`src/rtl/kgp_mem_arbiter.sv`:
```
// kgp_mem_arbiter: shares one single-port memory between KGP-RISC fetch and load/store,
// data-first with a run-length guard so fetch cannot starve behind long data bursts.
module kgp_mem_arbiter #(
   parameter int AW           = 10,
   parameter int DW           = 32,
   parameter int MAX_DATA_RUN = 4
) (
   input  logic          clk,
   input  logic          reset,
   input  logic          if_req,
   input  logic [AW-1:0] if_addr,
   output logic          if_gnt,
   output logic          if_rvalid,
   output logic [DW-1:0] if_rdata,
   input  logic          d_req,
   input  logic          d_we,
   input  logic [AW-1:0] d_addr,
   input  logic [DW-1:0] d_wdata,
   output logic          d_gnt,
   output logic          d_rvalid,
   output logic [DW-1:0] d_rdata,
   output logic          mem_en,
   output logic          mem_we,
   output logic [AW-1:0] mem_addr,
   output logic [DW-1:0] mem_wdata,
   input  logic [DW-1:0] mem_rdata,
   input  logic          mem_ready,
   output logic          busy
);
   typedef enum logic [1:0] {IDLE, FETCH, DATA} state_t;
   localparam logic [3:0] MAX_RUN = 4'(MAX_DATA_RUN);
   state_t     state_q, state_d;
   logic [3:0] run_cnt_q, run_cnt_d;
   logic       done, arb, gnt_d, gnt_f;
   always_comb begin
      done      = (state_q != IDLE) && mem_ready;
      arb       = (state_q == IDLE) || done;
      gnt_d     = arb && d_req && !(if_req && run_cnt_q == MAX_RUN);
      gnt_f     = arb && if_req && !gnt_d;
      state_d   = gnt_d ? DATA : gnt_f ? FETCH : done ? IDLE : state_q;
      run_cnt_d = gnt_f ? 4'd0
                : (gnt_d && if_req && run_cnt_q != MAX_RUN) ? run_cnt_q + 4'd1
                : run_cnt_q;
   end
   always_ff @(posedge clk or negedge reset) begin
      if (!reset) begin
         state_q   <= IDLE;
         run_cnt_q <= '0;
         if_gnt    <= 1'b0;
         d_gnt     <= 1'b0;
         if_rvalid <= 1'b0;
         d_rvalid  <= 1'b0;
         if_rdata  <= '0;
         d_rdata   <= '0;
         mem_en    <= 1'b0;
         mem_we    <= 1'b0;
         mem_addr  <= '0;
         mem_wdata <= '0;
         busy      <= 1'b0;
      end else begin
         state_q   <= state_d;
         run_cnt_q <= run_cnt_d;
         if_gnt    <= gnt_f;
         d_gnt     <= gnt_d;
         mem_en    <= state_d != IDLE;
         busy      <= state_d != IDLE;
         if_rvalid <= done && state_q == FETCH;
         d_rvalid  <= done && state_q == DATA;
         if (done && state_q == FETCH) if_rdata <= mem_rdata;
         // mem_we still describes the completing transaction here
         if (done && state_q == DATA && !mem_we) d_rdata <= mem_rdata;
         if (gnt_d) begin
            mem_addr  <= d_addr;
            mem_we    <= d_we;
            mem_wdata <= d_wdata;
         end else if (gnt_f) begin
            mem_addr <= if_addr;
            mem_we   <= 1'b0;
         end else if (done) begin
            mem_we <= 1'b0;
         end
      end
   end
endmodule

```
`config.mk`:
```
export PLATFORM = sky130hd
export DESIGN_NAME = kgp_mem_arbiter
export DESIGN_NICKNAME = d
export VERILOG_FILES = /design/src/rtl/kgp_mem_arbiter.sv
export SDC_FILE = /design/constraint.sdc
export NUM_CORES = 1
export LEC_CHECK = 0
export BUFFER_PORTS_ARGS = -buffer_cell sky130_fd_sc_hd__buf_2
export CORE_ASPECT_RATIO = 1.2
export CORE_MARGIN = 3
export CORE_UTILIZATION = 51
export DETAILED_ROUTE_END_ITERATION = 16
export GPL_TIMING_DRIVEN = 0
export HOLD_SLACK_MARGIN = 0.1
export PLACE_DENSITY = 0.84
export SETUP_SLACK_MARGIN = 0.4
export SLEW_MARGIN = 20
export SYNTH_ARGS = -nofsm -noshare
export SYNTH_HDL_FRONTEND = slang
export SYNTH_SLANG_ARGS = --single-unit
```
`constraint.sdc`:
```
create_clock -name clk -period 2.4 [get_ports clk]
set_input_delay 0.12 -clock clk [delete_from_list [all_inputs] [get_ports clk]]
set_output_delay 0.12 -clock clk [all_outputs]
set_load 0.005 [all_outputs]
```
==> run metrics <==
clock skew=8.813 ps; final instance area=0.007490 mm²; WHS=172.6 ps; Final setup violation count=0; P&R area growth vs syn=55.44%; Ys Warns=0; vias per inst=5.106; CTS Sinks=118; count of input and output buffers=201; root buffer cell=clkbuf_8; Rows=38; Mapped Cells=314; Crit. End Element=flip-flop; antenna viol nets, final=0; final non-filler cell total=758; Cell Chain, Critical Path=inv_1 > ha_1 > nand4b_4 > nand4_1 > dlygate4sd3_1 > o21ai_0; Final Util=0.8205; Fin. Hold Viols=0; synthesis-stage register bit count=118; WP data required=2770 ps; PwrDens=1028 mW/mm²; first-pass GRT wire length=21,510 µm; RSZ-0062 raised after global routing=false; Yosys top cell by area=dfrtp_1; post-DP HPWL=8167 µm; outcome=finished, final reports clean; DIE WIDTH=94.73 µm; placed cell area=0.006008 mm²; Setup crit start=run_cnt_q[0]$_DFFE_PN0P_; initial antenna violation count=0; Final Wtd Congestion=0.8418; CP startpoint kind=flip-flop; worst hold path type=primary input to async pin; Syn Area/Cell=15.35 µm²; adder-cell area share of the yosys netlist=0.005193; worst r2r path cells=6; worst flop-to-flop path startpoint=run_cnt_q[0]$_DFFE_PN0P_; wire per inst=18.05 µm; largest family of logic cells by synthesized area=multiplexers; largest cells by area after synthesis=dfrtp_1 61%, mux2_2 15%, mux2_4 9.0%, a221oi_1 1.8%, buf_6 1.4%; ANT cells=0; Max-slew headroom=0.6334; Post-synth EDFFs=0; slowest CP cell=dlygate4sd3_1; die area=0.01065 mm²; CTS tree=yes; TritonRoute pass-1 iters=4; CTS Buf Count=17; io pins=203; clock latency on the worst-skew pair=500 ps; # DRC=0; leakage power=3.692 nW; Inst Count DP=636; WL final=13,680 µm; global route overflow=0; core area=0.009129 mm²; Syn Std Cell Area=0.004818 mm²; largest net degree at the start of global routing=61; Pwr Total=7.696 mW; Final min period=1821 ps; Worst Max-Slew Pin Slew=549.9 ps; maximum root-to-sink buffer count=2; most frequent cell after synthesis=dfrtp_1; Tcrit/Tclk final=0.7589; clk slew on worst S/H paths=60 ps; post-synth top area share=0.6128; # nets final=717; fill count=457; max-cap violations=0; Post-synth top cells=118 x dfrtp_1, 65 x mux2_2, 29 x mux2_4; reg2reg setup slack=580 ps; RR Endpoint=run_cnt_q[0]$_DFFE_PN0P_; critical path's largest stage delay=570 ps; worst endpoint data arrival time=2190 ps; multiplexer share of the synthesized area=0.2469; syn_nets=406; initial core utilization=0.5278; Vias=3,870; Post-synth ARST share=1.000; Worst Path Max Fanout=5; post-CTS setup buffer count=0; H-tree depth=4; Synth Area in Compound Gates=0.05453; share of post-route cells with drive strength above 1=0.5533; Primary FF master, synth=dfrtp_1; all-layer global routing usage=0.2660; Worst VDD drop=552.3 µV; simple-gate share of the synthesized area=0.03921; Synth Area in XOR/XNOR=0; Setup CP Type=flip-flop to flip-flop; post-synthesis sequential area ratio=0.6128; Peak Freq=549.0 MHz; DRT iter0 DRCs=126; vias in the first global route=4,280; DIE HEIGHT=112.5 µm; Max Transition Viols Final=0; synth unique cells=36
[metrics by stage]
step / TNS (ps) / setup slack (ps)
after floorplan: 0 / 852.3
after detailed placement: 0 / 695.3
after global placement: -7957 / -78.34
after CTS: 0 / 589.4
after global routing: 0 / 497.2
final: 0 / 578.6
[cell type report]
| class | count | area [µm²] | area share |
|---|---|---|---|
| multi-input cells | 162 | 1667 | 0.2225 |
| clock buffers | 20 | 455.4 | 0.06081 |
| repair buffers | 292 | 1941 | 0.2591 |
| plain buffers | 17 | 135.1 | 0.01804 |
| well taps | 120 | 150.1 | 0.02005 |
| inverters | 17 | 63.81 | 0.008520 |
| flip-flops and latches | 118 | 2953 | 0.3943 |
| clock inverters | 12 | 125.1 | 0.01671 |
[flip-flops by register name, indices dropped and copies added (netlist names)]
signal     cells
mem_wdata     32
if_gnt         1
mem_addr      10
busy           1
if_rdata      32
d_rvalid       1
d_rdata       32
d_gnt          1
mem_we         1
state_q        2
if_rvalid      1
run_cnt_q      4
[routing by layer]
metal	share of wire	vias to the layer above	track usage
met5	0	-	0
met3	0.059	44	0.07842
met1	0.36	1905	0.2835
li1	-	1733	-
met4	0.040	0	0.1222
met2	0.54	188	0.4751
[critical path: cells and delay by family, from the launching register on]
family                     cells  cell delay [ps]
AOI/OAI and AO/OA              1               90
adders and majority gates      1              230
buffers and inverters          2              640
DFF                            1              420
and+or+nand+nor                2              310
[logic make-up after synthesis]
logic type / after synthesis
flip-flops: 118
multiplexers: 96
AO/OA/AOI/OAI: 35
buffers and inverters: 34
AND/OR/NAND/NOR: 29
adder cells (fa/ha/maj): 2
[cells in the final DEF (no fill, tap or decap), drive strengths merged, types with 3 or more instances in the layout]
cell type and n:
mux2 96, buf 217, clkbuf 22, nor2 11, nand3 3, clkinvlp 3, dfrtp 118, dlygate4sd3 90
a221oi 10, o21ai 5, nand2 4, inv 18, a21oi 10, clkinv 6
[worst max-delay path by stage]
stage	end	slack, ps	depth (start not counted)
floorplan	mem_wdata[10]$_DFFE_PN0P_	850	6
finish	run_cnt_q[0]$_DFFE_PN0P_	580	6
global placement	mem_addr[6]$_DFFE_PN0P_	-80	1
detailed placement	mem_wdata[8]$_DFFE_PN0P_	700	6
global route	run_cnt_q[0]$_DFFE_PN0P_	500	6
CTS	run_cnt_q[0]$_DFFE_PN0P_	590	6
[what timing repair did]
action	CTS	global route
hold buffers	90	0
hold endpoints to repair	232	0
endpoints found under the setup margin	0	0
resized for setup	0	0
[power by group]
| group | internal [mW] | leakage [nW] | switching (mW) |
|---|---|---|---|
| combinational | 1.27 | 2.02 | 0.871 |
| clock | 1.55 | 0.283 | 0.890 |
| sequential | 2.68 | 1.39 | 0.423 |
| total | 5.51 | 3.69 | 2.18 |
(Power assumes the default switching activity.)
